$ cat src/rtl/can_txmb_pkg.sv
// can_txmb_pkg: shared types and helpers for the CAN transmit mailbox block.
//   mb_state_t  - per-mailbox lifecycle (EMPTY -> LOADED -> PENDING -> ACTIVE)
//   arb_state_t - transmit arbiter states (IDLE -> OFFER -> INFLIGHT)
//   MAX_BYTES   - classic CAN payload limit
//   dlc_clamp   - DLC to number of payload bytes actually carried
package can_txmb_pkg;

    typedef enum logic [1:0] {
        MB_EMPTY   = 2'd0,
        MB_LOADED  = 2'd1,
        MB_PENDING = 2'd2,
        MB_ACTIVE  = 2'd3
    } mb_state_t;

    typedef enum logic [1:0] {
        ARB_IDLE     = 2'd0,
        ARB_OFFER    = 2'd1,
        ARB_INFLIGHT = 2'd2
    } arb_state_t;

    localparam int MAX_BYTES = 8;

    // DLC codes 9..15 still mean 8 bytes on a classic CAN frame.
    function automatic logic [3:0] dlc_clamp(input logic [3:0] dlc);
        return (dlc > 4'd8) ? 4'd8 : dlc;
    endfunction

endpackage

$ cat src/rtl/can_txmb_arb.sv
// can_txmb_arb: combinational picker over the pending mailboxes.
//   pend  - NUM_MB flags, mailbox is PENDING
//   ids   - identifier of each mailbox
//   found - at least one mailbox pending
//   win   - lowest identifier wins; equal identifiers go to the lowest index
module can_txmb_arb #(
    parameter int NUM_MB = 4,
    parameter int ID_W   = 11,
    parameter int MBW    = 2
) (
    input  logic [NUM_MB-1:0]           pend,
    input  logic [NUM_MB-1:0][ID_W-1:0] ids,
    output logic                        found,
    output logic [MBW-1:0]              win
);

    logic [ID_W-1:0] best;

    always_comb begin
        found = 1'b0;
        win   = '0;
        best  = '0;
        // Strict '<' keeps the earlier (lower) index on an identifier tie.
        for (int i = 0; i < NUM_MB; i++) begin
            if (pend[i] && (!found || ids[i] < best)) begin
                found = 1'b1;
                win   = MBW'(i);
                best  = ids[i];
            end
        end
    end

endmodule

$ cat src/rtl/can_tx_mbox.sv
// can_tx_mbox: NUM_MB transmit mailboxes feeding one CAN frame generator.
//   Host side : wr_mb selects the mailbox for hdr_wr / data_wr / commit / abort.
//   Generator : fg_valid/fg_ready offer handshake with fg_mb/id/rtr/dlc/data,
//               then tx_success / tx_fail report the outcome of the frame.
//   Status    : mb_busy (not EMPTY), tx_done / tx_err one-cycle pulses, all_full.
// Optional build macro CAN_TXMB_RETRY_LIMIT_EN: drop a mailbox after RETRY_MAX
// consecutive tx_fail events; without it retries are unlimited.
module can_tx_mbox
    import can_txmb_pkg::*;
#(
    parameter int NUM_MB    = 4,
    parameter int ID_W      = 11,
    parameter int RETRY_MAX = 8
) (
    input  logic                      clk,
    input  logic                      g_rst,
    input  logic [$clog2(NUM_MB)-1:0] wr_mb,
    input  logic                      hdr_wr,
    input  logic [ID_W-1:0]           hdr_id,
    input  logic                      hdr_rtr,
    input  logic [3:0]                hdr_dlc,
    input  logic                      data_wr,
    input  logic [2:0]                data_idx,
    input  logic [7:0]                data_byte,
    input  logic                      commit,
    input  logic                      abort,
    output logic                      fg_valid,
    input  logic                      fg_ready,
    output logic [$clog2(NUM_MB)-1:0] fg_mb,
    output logic [ID_W-1:0]           fg_id,
    output logic                      fg_rtr,
    output logic [3:0]                fg_dlc,
    output logic [63:0]               fg_data,
    input  logic                      tx_success,
    input  logic                      tx_fail,
    output logic [NUM_MB-1:0]         mb_busy,
    output logic [NUM_MB-1:0]         tx_done,
    output logic [NUM_MB-1:0]         tx_err,
    output logic                      all_full
);

    localparam int MBW = $clog2(NUM_MB);

    mb_state_t                          mb_st [NUM_MB];
    logic [NUM_MB-1:0][ID_W-1:0]        mb_id;
    logic [NUM_MB-1:0]                  mb_rtr;
    logic [NUM_MB-1:0][3:0]             mb_dlc;
    logic [NUM_MB-1:0][MAX_BYTES-1:0][7:0] mb_data;

    arb_state_t arb_st, arb_nx;
    logic       pick_vld;
    logic [MBW-1:0] pick_idx;
    logic       arb_found;
    logic [MBW-1:0] arb_win;
    logic       abort_pend;

    logic [NUM_MB-1:0] sel, off_sel, pend, retry_last;
    logic pick_ok, go_offer, hs, ab_hit, withdraw, succ, fail, kill;

    logic [ID_W-1:0]              nx_id;
    logic                         nx_rtr;
    logic [3:0]                   nx_dlc;
    logic [MAX_BYTES-1:0][7:0]    nx_data;

    // Per-mailbox decode plus the frame image of the registered pick.
    always_comb begin
        sel     = '0;
        off_sel = '0;
        pend    = '0;
        pick_ok = 1'b0;
        nx_id   = '0;
        nx_rtr  = 1'b0;
        nx_dlc  = '0;
        nx_data = '0;
        for (int i = 0; i < NUM_MB; i++) begin
            sel[i]     = (wr_mb == MBW'(i));
            off_sel[i] = (fg_mb == MBW'(i));
            pend[i]    = (mb_st[i] == MB_PENDING);
            if (pick_idx == MBW'(i)) begin
                // The pick is one cycle old: it may have been aborted since.
                pick_ok = pend[i] && !(abort && sel[i]);
                nx_id   = mb_id[i];
                nx_rtr  = mb_rtr[i];
                nx_dlc  = mb_dlc[i];
                for (int b = 0; b < MAX_BYTES; b++)
                    if (!mb_rtr[i] && b < int'(dlc_clamp(mb_dlc[i])))
                        nx_data[b] = mb_data[i][b];
            end
        end
    end

    can_txmb_arb #(.NUM_MB(NUM_MB), .ID_W(ID_W), .MBW(MBW)) u_arb (
        .pend  (pend),
        .ids   (mb_id),
        .found (arb_found),
        .win   (arb_win)
    );

    assign ab_hit   = abort && (wr_mb == fg_mb);
    assign hs       = (arb_st == ARB_OFFER) && fg_ready;
    assign withdraw = (arb_st == ARB_OFFER) && !fg_ready && ab_hit;
    assign succ     = (arb_st == ARB_INFLIGHT) && tx_success;
    assign fail     = (arb_st == ARB_INFLIGHT) && tx_fail && !tx_success;
    assign kill     = abort_pend || ((arb_st == ARB_INFLIGHT) && ab_hit);
    assign go_offer = (arb_st == ARB_IDLE) && pick_vld && pick_ok;

    assign fg_valid = (arb_st == ARB_OFFER);
    assign all_full = &mb_busy;

    always_comb begin
        for (int i = 0; i < NUM_MB; i++)
            mb_busy[i] = (mb_st[i] != MB_EMPTY);
    end

    // Arbiter FSM
    always_comb begin
        arb_nx = arb_st;
        case (arb_st)
            ARB_IDLE:     if (go_offer) arb_nx = ARB_OFFER;
            ARB_OFFER:    if (hs) arb_nx = ARB_INFLIGHT;
                          else if (withdraw) arb_nx = ARB_IDLE;
            ARB_INFLIGHT: if (succ || fail) arb_nx = ARB_IDLE;
            default:      arb_nx = ARB_IDLE;
        endcase
    end

    always_ff @(posedge clk or posedge g_rst) begin
        if (g_rst) begin
            arb_st     <= ARB_IDLE;
            pick_vld   <= 1'b0;
            pick_idx   <= '0;
            abort_pend <= 1'b0;
            fg_mb      <= '0;
            fg_id      <= '0;
            fg_rtr     <= 1'b0;
            fg_dlc     <= '0;
            fg_data    <= '0;
        end else begin
            arb_st   <= arb_nx;
            pick_vld <= arb_found;
            pick_idx <= arb_win;
            // Offer image is frozen here; mailbox writes are locked out until completion.
            if (go_offer) begin
                fg_mb   <= pick_idx;
                fg_id   <= nx_id;
                fg_rtr  <= nx_rtr;
                fg_dlc  <= nx_dlc;
                fg_data <= nx_data;
            end
            if (succ || fail)
                abort_pend <= 1'b0;
            else if (ab_hit && (hs || arb_st == ARB_INFLIGHT))
                abort_pend <= 1'b1;
        end
    end

    // Mailbox storage and lifecycle
    always_ff @(posedge clk or posedge g_rst) begin
        if (g_rst) begin
            for (int i = 0; i < NUM_MB; i++) mb_st[i] <= MB_EMPTY;
            mb_id   <= '0;
            mb_rtr  <= '0;
            mb_dlc  <= '0;
            mb_data <= '0;
            tx_done <= '0;
            tx_err  <= '0;
        end else begin
            tx_done <= '0;
            tx_err  <= '0;
            for (int i = 0; i < NUM_MB; i++) begin
                if (sel[i] && (mb_st[i] == MB_EMPTY || mb_st[i] == MB_LOADED)) begin
                    if (hdr_wr) begin
                        mb_id[i]  <= hdr_id;
                        mb_rtr[i] <= hdr_rtr;
                        mb_dlc[i] <= hdr_dlc;
                    end
                    if (data_wr) mb_data[i][data_idx] <= data_byte;
                end
                // Completion and handoff outrank host actions; abort outranks commit.
                if (off_sel[i] && succ) begin
                    mb_st[i]   <= MB_EMPTY;
                    tx_done[i] <= 1'b1;
                end else if (off_sel[i] && fail) begin
                    if (kill || retry_last[i]) begin
                        mb_st[i]  <= MB_EMPTY;
                        tx_err[i] <= 1'b1;
                    end else begin
                        mb_st[i] <= MB_PENDING;
                    end
                end else if (off_sel[i] && hs) begin
                    mb_st[i] <= MB_ACTIVE;
                end else if (sel[i] && abort &&
                             (mb_st[i] == MB_LOADED || mb_st[i] == MB_PENDING)) begin
                    mb_st[i]  <= MB_EMPTY;
                    tx_err[i] <= 1'b1;
                end else if (sel[i] && commit && mb_st[i] == MB_LOADED) begin
                    mb_st[i] <= MB_PENDING;
                end else if (sel[i] && hdr_wr && mb_st[i] == MB_EMPTY) begin
                    mb_st[i] <= MB_LOADED;
                end
            end
        end
    end

`ifdef CAN_TXMB_RETRY_LIMIT_EN
    localparam int RC_W = $clog2(RETRY_MAX + 1);
    logic [NUM_MB-1:0][RC_W-1:0] retry_cnt;

    always_comb begin
        for (int i = 0; i < NUM_MB; i++)
            retry_last[i] = (retry_cnt[i] == RC_W'(RETRY_MAX - 1));
    end

    always_ff @(posedge clk or posedge g_rst) begin
        if (g_rst) begin
            retry_cnt <= '0;
        end else begin
            for (int i = 0; i < NUM_MB; i++) begin
                if (sel[i] && commit && !abort && mb_st[i] == MB_LOADED)
                    retry_cnt[i] <= '0;
                else if (off_sel[i] && fail)
                    retry_cnt[i] <= retry_last[i] ? '0 : retry_cnt[i] + 1'b1;
            end
        end
    end
`else
    assign retry_last = '0;
`endif

endmodule

$ cat config.mk
export PLATFORM = sky130hd
export DESIGN_NAME = can_tx_mbox
export DESIGN_NICKNAME = d
export VERILOG_FILES = /design/src/rtl/can_txmb_pkg.sv /design/src/rtl/can_txmb_arb.sv /design/src/rtl/can_tx_mbox.sv
export SDC_FILE = /design/constraint.sdc
export NUM_CORES = 1
export LEC_CHECK = 0
export ABC_CLOCK_PERIOD_IN_PS = 18710
export CORE_MARGIN = 8
export CORE_UTILIZATION = 45
export CTS_CLUSTER_DIAMETER = 80
export CTS_CLUSTER_SIZE = 40
export DETAILED_ROUTE_END_ITERATION = 10
export GPL_TIMING_DRIVEN = 1
export PLACE_DENSITY_LB_ADDON = 0.25
export SETUP_SLACK_MARGIN = 0.15
export SLEW_MARGIN = 20
export SYNTH_ARGS = -nofsm -noshare
export SYNTH_HDL_FRONTEND = slang
export SYNTH_HIERARCHICAL = 1
export SYNTH_SLANG_ARGS = --single-unit
$ cat constraint.sdc
create_clock -name clk -period 18.71 [get_ports clk]
set_input_delay 3.742 -clock clk [delete_from_list [all_inputs] [get_ports clk]]
set_output_delay 3.742 -clock clk [all_outputs]
set_load 0.01 [all_outputs]
After elaboration in Yosys (flattened, before gate mapping). Cells that the tools add are included.

Register bits after elaboration: 424. Output and inout bits: 96. Logic and storage cells: 393.

Order comparisons: 41. Eq/ne operators: 23. Muxes and demuxes: 125. Reductions and logical operators: 145.

Operator list (number): 8-bit 2-to-1 mux (33); 64-bit bitwise mux (4); 64-bit 2-to-1 mux (4); 1-bit logical AND (91); 11-bit 2-to-1 mux (7); 3-bit by 4-bit less-than comparator with 1-bit output, first input constant (16); 2-bit 2-to-1 mux (31); 1-bit 2-to-1 mux (36); 11-bit less-than comparator (3); 1-bit by 4-bit less-than comparator with 1-bit output, first input constant (8); 2-bit by 4-bit less-than comparator with 1-bit output, first input constant (8); 4-bit 2-to-1 mux (8); 8-bit demux with 3-bit select (1); 6-bit nonzero test (4); 2-bit equality test, second input constant (11); 2-bit by 1-bit equality test with 1-bit output, second input constant (8); 4-bit greater-than comparator, second input constant (4); 2-bit logical NOT (8); 2-bit AND reduction (8); 1-bit logical OR (14); 1-bit logical NOT (13); 2-bit nonzero test (5); 2-bit case mux with 3 select lines (1); 3-bit by 4-bit less-than comparator with 1-bit output, second input constant (1); 7 further kinds (7).

Longest topological paths before layout. Gate-level depths: netlist of the first run.

Word-level depth: 14. Mapped depth: 27. Depth with buffers taken out: 23.

Hierarchy. The synthesis of the first run kept the hierarchy.

By module, submodules not included: can_tx_mbox (instances 1, cells each 1513, area an instance 18873.1 um^2, seq. area each 10610.2 um^2); can_txmb_arb (instances 1, cells each 159, area an instance 1272.5 um^2, seq. area each 0.0 um^2).

Worst setup path after synthesis of the first run. No wires, ideal clock.

Path type: flip-flop to flip-flop. Start point: register mb_st[6] in the netlist's numbering. End point: register pick_idx[0]. Setup time: 0.101 ns. Arrival: 5.601 ns. Data required time: 18.609 ns. Slack: 13.008 ns. Cell stages (with the launch flop): 28. Path through: dfrtp_1 -> inv_1 -> ha_1 -> buf_6 -> clkbuf_1 -> nand2_1 -> ha_1 -> nand2_2 -> nor4_4 -> nand3_1 -> nand3_1 -> buf_2 -> mux2_2 -> ha_1 -> a21oi_1 -> o21ai_0 -> a211oi_1 -> o211ai_1 -> a31o_1 -> buf_6 -> mux2_4 -> ha_1 -> a21o_1 -> a21o_1 -> a21o_1 -> a211oi_1 -> o31ai_1 -> o32ai_1.

Word-level cells in the longest chain between the ends: 14. Elaborated cells between the ends (all ways): 22. Classes of those cells: order compare: 3; eq/ne: 1; mux: 9; reduce/logical: 9.

Ends and longest elaborated chain: start, declared (line can_tx_mbox.sv:44) `mb_state_t mb_st [NUM_MB];`; start signal, assigned by index (line can_tx_mbox.sv:181) `mb_st[i] <= MB_EMPTY;`; start signal, assigned by index (line can_tx_mbox.sv:185) `mb_st[i] <= MB_EMPTY;`; start signal, assigned by index (line can_tx_mbox.sv:188) `mb_st[i] <= MB_PENDING;`; 2-bit equality test * (line can_tx_mbox.sv:78) `pend[i] = (mb_st[i] == MB_PENDING);`; net pend[0] (line can_tx_mbox.sv:57) `logic [NUM_MB-1:0] sel, off_sel, pend, retry_last;`; 11-bit 2-to-1 mux / 1-bit 2-to-1 mux (equally long branches) (line can_txmb_arb.sv:25) `if (pend[i] && (!found || ids[i] < best)) begin`; 11-bit less-than comparator / 1-bit logical NOT (equally long branches) (line can_txmb_arb.sv:25); 1-bit logical OR (line can_txmb_arb.sv:25); 1-bit logical AND (line can_txmb_arb.sv:25); 11-bit 2-to-1 mux / 1-bit 2-to-1 mux (equally long branches) (line can_txmb_arb.sv:25); 11-bit less-than comparator / 1-bit logical NOT (equally long branches) (line can_txmb_arb.sv:25); 1-bit logical OR (line can_txmb_arb.sv:25); 1-bit logical AND (line can_txmb_arb.sv:25); 11-bit 2-to-1 mux / 1-bit 2-to-1 mux (equally long branches) (line can_txmb_arb.sv:25); 11-bit less-than comparator / 1-bit logical NOT (equally long branches) (line can_txmb_arb.sv:25); 1-bit logical OR (line can_txmb_arb.sv:25); 1-bit logical AND (line can_txmb_arb.sv:25); 2-bit 2-to-1 mux * (line can_txmb_arb.sv:25); net arb_win[0] (line can_tx_mbox.sv:54) `logic [MBW-1:0] arb_win;`; end signal, assigned (line can_tx_mbox.sv:141) `pick_idx <= arb_win;`; end, declared (line can_tx_mbox.sv:52) `logic [MBW-1:0] pick_idx;`.

The timed path passes the listed nets; every way through them passes the cells marked *. A chain may end at the register's enable or synchronous reset.

Worst setup path in the final report of the first run. Same ends and word-level chain as after synthesis.

==> impl_metrics.ini, run 1 <==
[run_status]
outcome = finished, final reports clean

[setup_path]
critPathMostFrequentCell = ha_1
cp_slowest_cell = ha_1
cp_cell_sequence = inv_1 > ha_1 > nand2_1 > ha_1 > and4_1 > and2_1 > a22oi_2 > nand3_1 > mux2_2 > ha_1 > a21oi_1 > o21ai_0 > a211oi_1 > o211ai_1 > a31o_1 > mux2_4 > ha_1 > nand3b_1 > a2111oi_2 > nand2b_1 > a311oi_1 > o32ai_1
crit_required_ns = 19.11
max_stage_delay_ns = 0.70
start_kind = flip-flop
critPathMaxFanout = 19
cp_data_arrival_time_ns = 7.50
critPathKind = reg -> reg
endpoint_kind = flip-flop

[route]
drt_first_pass_iters = 5
avgViaCountPerCell = 5.854
drc = 0
vias = 13820
routedWlPerCell_um = 22.17
drtIter0Drc = 1059
finalWirelength_um = 52320
ant_nets = 0

[yosys]
syn_avg_cell_area_um2 = 12.05
dominantRegCellSynth = dfrtp_1
yosysTopAreaCell = dfrtp_1
synth_area_um2 = 20150
syn_nets = 1752
yosys_warnings = 6
ys_seq_elements = 424
synth_edf_count = 0
ys_seq_area_share_pct = 52.67
synth_cell_types = 82
yosysMostFrequentCell = dfrtp_1
async_reset_ff_share_pct = 100.0
yosys-top-cells-count = dfrtp_1, mux2_2, nand2_1
yosysTopAreaCellShare_pct = 52.67
yosys-top-cells-area = dfrtp_1, mux2_2, ha_1
synthCells = 1672

[clock_tree]
cts_tree = built
cts_setup_buffers = 0
clk_latency_ns = 0.58
cts_buffers = 21
postCtsHoldBufs = 0
root_buffer = clkbuf_16
cts-resized-gates = 0
cts.path.max_buffers = 3
clk_pin_slew_ns = 0.10
htreeDepth = 1
numClockSinks = 424

[grt]
grt_max_degree = 154
grt_overflow_total = 0
grt_usage_pct = 20.21
antenna_found_initial = 2
grt_first_pass_wirelength_um = 82980
first_global_vias = 14170

[worst_hold_path]
hold_path.class = reg -> reg

[layout]
stdcell_area_um2 = 22750
syn2layout_area_growth_pct = 12.95
drive_gt1_share_pct = 25.81
final_core_util_pct = 51.46
num-nets-final = 1834
fillers = 3802

[sta]
skew_ns = 0.04951
fmax_mhz = 140.8
rsz0062_at_grt = no
maxSlewHeadroom_pct = 33.42
setup_tns_ns = 0
setup_viol = 0
worst_slew_pin_slew_ns = 0.9904
finalCritPeriodShare_pct = 37.95
layout_setup_ws_ns = 11.61
finalMaxSlewViolations = 0
hold_viol_final = 0
period_needed_ns = 7.100

[pwr]
pwr_density_cell_nw_per_um2 = 153.6
p_leak_nw = 10.02
ir_worst_vdd_mv = 0.06406
total_power_mw = 3.495

[die]
die_h_um = 227.6
start_util_pct = 45.56
core-area_um2 = 44220
die_x_um = 227.6
row_count = 77
dieArea_um2 = 51790
ios = 134

[place]
gp_congestion = 0.8805
hpwl_um = 34760
post_dp_cell_area_um2 = 21990
pre_cts_ws_ns = 11.75
portBuffers = 133

[run]
drv_cap = 0
## registers in the layout, summed over array words and instances (netlist names)
name        cells
tx_err          4
fg_id          11
fg_data        64
fg_dlc          4
pick_vld        1
fg_mb           2
arb_st          2
tx_done         4
mb_rtr          4
mb_data       256
mb_dlc         16
mb_id          44
pick_idx        2
fg_rtr          1
mb_st           8
abort_pend      1
## cell usage in the layout, fill, tap and decap left out, types with 8 or more instances in the layout
cell             synthesis  final
dfrtp_1                424    424
mux2_2                 329    329
nand2_1                136    136
clkdlybuf4s50_1          0    128
nor2_1                 105    105
a21oi_1                 59     58
nand3_1                 45     44
ha_1                    42     42
inv_1                   42     41
o21ai_0                 41     41
a22oi_1                 28     28
nor3_1                  26     25
a221oi_1                24     24
clkbuf_16                0     21
a21o_1                  19     19
buf_4                    2     19
a31oi_1                 18     18
a311oi_1                16     16
mux4_2                  16     16
a211oi_1                13     13
o21a_1                  13     13
nand2b_1                12     12
a222oi_1                10     10
mux2_4                  10     10
a2bb2oi_1                8      8
or3_1                    8      8
nor2_2                   9      8
## critical path: cells and delay by family, from the launching register on
| kind | cells | cell delay (ns) |
|---|---|---|
| AOI/OAI and AO/OA | 9 | 2.51 |
| adders and majority gates | 4 | 1.71 |
| buffers and inverters | 1 | 0.10 |
| DFF | 1 | 0.39 |
| muxes | 2 | 0.88 |
| and+or+nand+nor | 6 | 1.35 |
## layer usage
metal  GRT usage (%)  vias to the layer above  part of all wire (%)
li1                -                     6287                     -
met1           28.12                     7061                    45
met2           32.25                      391                    46
met3           3.053                       75                   6.0
met4           6.560                        2                   2.9
met5               0                        -                 0.025
## cell families after synthesis
group / count (synthesis) / share of synthesized area [%]
AOI/OAI and AO/OA: 310 / 11.13
xor gates and xnor gates: 2 / 0.08697
adders and majority gates: 42 / 2.609
buffers and inverters: 137 / 2.820
DFF: 424 / 52.67
muxes: 355 / 20.92
and+or+nand+nor: 402 / 9.763
## where the power goes
part           internal (mW)  switching, mW
clock network          0.230          0.339
registers               1.24          0.259
logic                  0.686          0.738
## final timing paths
kind | slack (ns) | cells past startpoint | startpoint | to
max in group asynchronous | 13.54 | 3 | g_rst | fg_id[4]
hold / removal | 0.48 | 2 | fg_dlc[0] | fg_dlc[0]
hold reg to reg | 0.48 | 2 | fg_dlc[0] | fg_dlc[0]
min in group asynchronous | 3.74 | 2 | g_rst | fg_data[13]
setup / recovery | 11.61 | 22 | mb_st[6] | pick_idx[0]
setup reg to reg | 11.61 | 22 | mb_st[6] | pick_idx[0]
## final cells by class
class	count	area, um2	share of cell area, %
well taps	592	740.7	3.255
clock inverters	14	212.7	0.9348
inverters	42	165.2	0.7258
multi-input cells	1111	9014	39.61
flip-flops and latches	424	10610	46.63
clock buffers	22	529.3	2.326
diodes	1	2.502	0.01100
repair buffers	154	1480	6.505
## metrics by stage
step / hold WS, ns / std cells
6_report: 0.4794 / 2360
5_1_grt: 0.4915 / 2360
4_1_cts: 0.4868 / 2359
3_5_place_dp: 0.4646 / 2323
3_3_place_gp: 0.4595 / 2323
2_1_floorplan: 0.4753 / 1672
Note: power is estimated with default switching activity, not from simulation.
==> run 2, diff against run 1 <==
Settings changed: ABC_CLOCK_PERIOD_IN_PS 18710 to 6900.
Clock period 18.71 ns to 6.9 ns, I/O delays scaled along.
==> run 2 against run 1 <==
  * Power grew to 2.8 times the previous value
  * Largest power group unchanged
  * Sequential power increased to 2.7 times the previous value
  * Die area unchanged
  * Clock-buffer cell count increased by 1
  * Cell count increased by 0.42%
  * Wire length increased by 1.1%
==> impl_metrics.ini, run 2 (synthesis gave the netlist of run 1 again) <==
[clock_tree]
clk_pin_slew_ns = 0.11
htreeDepth = 1
cts_buffers = 23
cts_tree = built
cts_setup_buffers = 0
root_buffer = clkbuf_16
cts.path.max_buffers = 3
numClockSinks = 424
clk_latency_ns = 0.59

[pwr]
intPower_mw = 5.951
pwr-share-clk_pct = 18.0
power.share.switching_pct = 38.59
power_frac_seq_pct = 42.0
p_leak_nw = 10.13
p_comb_share_pct = 40.1
power_switching_mw = 3.739
pwr_density_cell_nw_per_um2 = 420.9
ir_worst_vdd_mv = 0.2367

[place]
hpwl_um = 35330
place_inst = 2328
gp_congestion = 0.8838
portBuffers = 133

[grt]
antenna_found_initial = 1
grt_usage_pct = 20.70
grt_overflow_total = 0
grt_first_pass_wirelength_um = 84700
first_global_vias = 14490
grt_max_degree = 189

[worst_hold_path]
min_to = fg_rtr
hold_depth = 2
hold_path.class = reg -> reg
min-delay-start = fg_rtr

[die]
die_h_um = 227.6
start_util_pct = 45.56
ios = 134
die_x_um = 227.6
core-area_um2 = 44220
dieArea_um2 = 51790
row_count = 77

[layout]
top_register = mb_data
largest_reg_flops = 256
drive_gt1_share_pct = 26.27
top_regs = mb_data (256), fg_data (64), mb_id (44)
final_common_cell = dfrtp_1
final_cell_mix = dfrtp_1, mux2_2, nand2_1, clkdlybuf4s50_1, nor2_1
n_antenna_cell = 0
num-nets-final = 1842
final_cells = 2370
final_core_util_pct = 52.06
syn2layout_area_growth_pct = 14.28

[setup_path]
timing.rr.start = mb_st[6]
reg2regPathDepth = 25
max_stage_delay_ns = 0.41
r2r-end = pick_idx[0]
cp_slowest_cell = dfrtp_1
endpoint_kind = flip-flop
start_kind = flip-flop
r2r_slack_ns = 0.61
critPathMostFrequentCell = ha_1
crit_required_ns = 7.37
cp_data_arrival_time_ns = 6.76
critPathMaxFanout = 19
critPathTopFamily = compound AO/OA/AOI/OAI gates
crit_buf_inv = 3
critPathKind = reg -> reg

[run_status]
outcome = finished, final reports clean

[route]
drtIter0Drc = 954
drc = 0
drt_first_pass_iters = 6
avgViaCountPerCell = 5.844
ant_nets = 0
vias = 13850
finalWirelength_um = 52900
routedWlPerCell_um = 22.32

[sta]
skew_ns = 0.04451
worst_slew_pin_slew_ns = 1.095
hold_viol_final = 0
period_needed_ns = 6.292
fmax_mhz = 158.9
setup_viol = 0
rsz0062_at_grt = no
finalMaxSlewViolations = 0
maxSlewHeadroom_pct = 26.98
finalCritPeriodShare_pct = 91.18

[run]
drv_cap = 0
## run 2: changes by cell type in the layout (fill, tap and decap cells not counted), sizes merged
cell / before / now
buf: 26 / 29
clkbuf: 22 / 23
diode: 1 / 0
clkinv: 8 / 11
clkinvlp: 0 / 1
clkdlybuf4s50: 128 / 131
## run 2: how the worst max path moves through the flow
stage / start / to / cells after the start
final: mb_st[6] / pick_idx[0] / 25
after global routing: mb_st[6] / pick_idx[0] / 24
after CTS: mb_st[6] / pick_idx[1] / 24
after detailed placement: mb_st[6] / pick_idx[1] / 24
after global placement: mb_st[6] / pick_idx[0] / 25
after floorplan: g_rst / abort_pend / 1
## run 2: what timing repair did
item,CTS,global route
gates resized for setup,0,1
setup endpoints to repair,0,2
hold buffers,0,0
## run 2: power groups by stage
| stage | Combinational (mW) | Clock (mW) | Sequential, mW |
|---|---|---|---|
| finish | 3.88 | 1.74 | 4.07 |
| global placement | 3.79 | 0 | 4.06 |
| floorplan | 2.61 | 0 | 3.94 |
| global route | 4.29 | 1.87 | 4.20 |
| detailed placement | 3.88 | 0 | 4.11 |
| CTS | 3.90 | 1.79 | 4.06 |
## run 2: worst reg2reg max path, cell delays in order, from the launching register on
cell and delay [ns]:
dfrtp_1 0.41, inv_1 0.11, ha_1 0.17, buf_4 0.25
nand2_1 0.12, ha_1 0.35, and4_1 0.23, and2_1 0.17
a22oi_2 0.16, nand3_1 0.28, buf_4 0.26, mux2_2 0.29
ha_1 0.34, a21oi_1 0.19, o21ai_0 0.15, a211oi_1 0.32
o211ai_1 0.20, a31o_2 0.39, mux2_4 0.34, ha_1 0.31
a21o_1 0.17, a21o_1 0.18, a21o_1 0.18, a211oi_1 0.23
o31ai_1 0.12, o32ai_1 0.27
## run 2: stage by stage
| step | instance area, um2 | total power [mW] | setup WS (ns) | hold slack [ns] | setup TNS, ns |
|---|---|---|---|---|---|
| 4_1_cts | 22970 | 9.752 | 0.4829 | 0.4888 | 0 |
| 5_1_grt | 23020 | 10.36 | 0.1798 | 0.4975 | 0 |
| 3_3_place_gp | 22050 | 7.852 | 0.6562 | 0.4603 | 0 |
| 6_report | 23020 | 9.691 | 0.6083 | 0.4851 | 0 |
| 2_1_floorplan | 20150 | 6.547 | -0.2015 | 0.4753 | -85.42 |
| 3_5_place_dp | 22050 | 7.987 | 0.5377 | 0.4652 | 0 |
## run 2: routing by layer
metal | wire, um | vias up | track usage (%)
met2 | 24770 | 316 | 33.57
met1 | 24160 | 7161 | 28.93
met3 | 2676 | 66 | 2.963
li1 | - | 6305 | -
met4 | 1287 | 2 | 5.464
met5 | 13 | - | 0
## run 2: layout make-up
type / count / area (um2)
well taps: 592 / 740.7
repair buffers: 160 / 1569
flip-flops and latches: 424 / 10610
fillers: 3826 / 21200
multi-input cells: 1111 / 9017
clock buffers: 23 / 575.6
inverters: 42 / 161.4
clock inverters: 18 / 349.1
==> run 3, diff against run 2 <==
Settings changed: CORE_MARGIN 8 to unset, CTS_BUF_LIST set to sky130_fd_sc_hd__clkbuf_4.
==> run 3 against run 2 <==
  * Sequential power shrank 1%
  * Cell count rose by 0.34%
  * Core utilization is 0.87 points lower
  * Critical path depth stayed put
  * Power fell by 5.2%
  * Sequential cell count unchanged
  * Sequential share of layout area up 0.78 points
  * Wire length down 3.2%
  * Hold slack improved by 0.024 ns
  * Clock power decreased by 26%
  * First-iteration DRC count up 5.1%
  * Clock-buffer cell count grew 2
  * Largest power group unchanged
  * Highest routed layer is now met4
==> impl_metrics.ini, run 3 (synthesis gave the netlist of run 1 again) <==
[grt]
grt_use_met1_pct = 33.32
grt_use_met2_pct = 36.68
grt_busiest_layer = met2
antenna_found_initial = 1
grt_overflow_total = 0
first_global_vias = 13910
met3_usage_pct = 2.417
grt_first_pass_wirelength_um = 80820
grt_usage_pct = 22.88
grt_max_degree = 189

[pwr]
pwr_density_cell_nw_per_um2 = 405.8
power.share.switching_pct = 39.55
pwr-share-clk_pct = 14.0
total_power_mw = 9.189
ir_worst_vdd_mv = 0.2299
p_leak_nw = 9.975
power_switching_mw = 3.634
p_comb_share_pct = 42.2
intPower_mw = 5.554
power_frac_seq_pct = 43.8

[layout]
final_cell_mix = dfrtp_1, mux2_2, nand2_1, clkdlybuf4s50_1, nor2_1
syn2layout_area_growth_pct = 12.38
fillers = 3856
stdcell_area_um2 = 22640
final_common_cell = dfrtp_1
final_cells = 2378
num-nets-final = 1845
drive_gt1_share_pct = 26.51
top_register = mb_data
largest_reg_flops = 256
top_regs = mb_data (256), fg_data (64), mb_id (44)

[sta]
rsz0062_at_grt = no
maxSlewHeadroom_pct = 25.09
skew_ns = 0.1020
fmax_mhz = 159.8
period_needed_ns = 6.256
setup_viol = 0
finalMaxSlewViolations = 0
worst_slew_pin_slew_ns = 1.123
hold_viol_final = 0
finalCritPeriodShare_pct = 90.67

[setup_path]
max_stage_delay_ns = 0.43
crit_buf_inv = 3
critPathKind = reg -> reg
cp_slowest_cell = dfrtp_1
cp_data_arrival_time_ns = 6.99
critPathTopFamily = compound AO/OA/AOI/OAI gates
endpoint_kind = flip-flop
start_kind = flip-flop
crit_required_ns = 7.64
critPathMaxFanout = 10
critPathMostFrequentCell = ha_1

[place]
gp_congestion = 0.8821
place_inst = 2330
post_dp_cell_area_um2 = 22060
hpwl_um = 34560
portBuffers = 133

[route]
drt_first_pass_iters = 9
drtIter0Drc = 1003
avgViaCountPerCell = 5.822
vias = 13840
drc = 0
finalWirelength_um = 51210
routedWlPerCell_um = 21.53
ant_nets = 0

[clock_tree]
numClockSinks = 424
htreeDepth = 1
clk_latency_ns = 0.90
cts_tree = built
cts.path.max_buffers = 3
root_buffer = clkbuf_4
cts_buffers = 25
clk_pin_slew_ns = 0.25

[die]
core-area_um2 = 44220
row_count = 77
dieArea_um2 = 45620
start_util_pct = 45.56
die_x_um = 213.6
die_h_um = 213.6
ios = 134

[worst_hold_path]
hold_path.class = reg -> reg

[run_status]
outcome = finished, final reports clean

[run]
drv_cap = 0
run 3: repair_timing:
action | CTS | global route
gates resized for setup | 0 | 2
buffers inserted | 0 | 0
setup endpoints to repair | 0 | 2
hold buffers | 0 | 0
run 3: area by class of cell:
class                           instances  area, um2  area share [%]
Antenna cell                            2      5.005         0.02211
Clock buffer                           25      187.7          0.8290
Clock inverter                         21      355.3           1.569
Inverter                               42      161.4          0.7129
Multi-Input combinational cell       1111       9021           39.85
Sequential cell                       424      10610           46.86
Tap cell                              592      740.7           3.272
Timing Repair Buffer                  161       1559           6.886
run 3: stage by stage:
stage / setup slack, ns / TNS (ns) / util, % / hold WS [ns]
CTS: 0.5182 / 0 / 51.12 / 0.5176
finish: 0.6439 / 0 / 51.20 / 0.5092
global placement: 0.6751 / 0 / 49.89 / 0.4588
global route: 0.2158 / 0 / 51.19 / 0.5291
floorplan: -0.2015 / -85.42 / - / 0.4753
detailed placement: 0.5585 / 0 / 49.89 / 0.4636
run 3: power by group through the flow:
stage          registers (mW)  clock network, mW  logic (mW)
2_1_floorplan            3.94                  0        2.61
3_3_place_gp             4.04                  0        3.80
3_5_place_dp             4.08                  0        3.87
4_1_cts                  4.02               1.33        3.89
5_1_grt                  4.16               1.42        4.27
6_report                 4.03               1.29        3.87
run 3: worst paths after layout:
check / startpoint / end / slack (ns) / cells after the start
max: mb_st[6] / pick_idx[0] / 0.64 / 25
min: fg_id[1] / fg_id[1] / 0.51 / 2
max reg2reg: mb_st[6] / pick_idx[0] / 0.64 / 25
min reg2reg: fg_id[1] / fg_id[1] / 0.51 / 2
max in group asynchronous: g_rst / mb_data[63] / 4.61 / 3
min in group asynchronous: g_rst / mb_data[202] / 0.80 / 2
run 3: worst register-to-register path, cell delays in order, from the launching register on:
cell and delay (ns):
dfrtp_1 0.43, inv_1 0.10, ha_1 0.22, buf_4 0.19
nand2_1 0.09, ha_1 0.33, nand2_2 0.10, nor4_4 0.34
nand3_1 0.17, nand3_1 0.13, buf_4 0.22, mux2_2 0.39
ha_1 0.33, a21oi_1 0.21, o21ai_0 0.15, a211oi_1 0.36
o211ai_1 0.20, a31o_2 0.38, mux2_4 0.34, ha_1 0.31
a21o_1 0.16, a21o_1 0.18, a21o_1 0.18, a211oi_1 0.24
o31ai_1 0.13, o32ai_1 0.30
run 3: routing by layer:
metal	up-vias	share of wire (%)
li1	6316	-
met1	7160	47
met2	307	47
met3	61	4.0
met4	0	2.0
met5	-	0
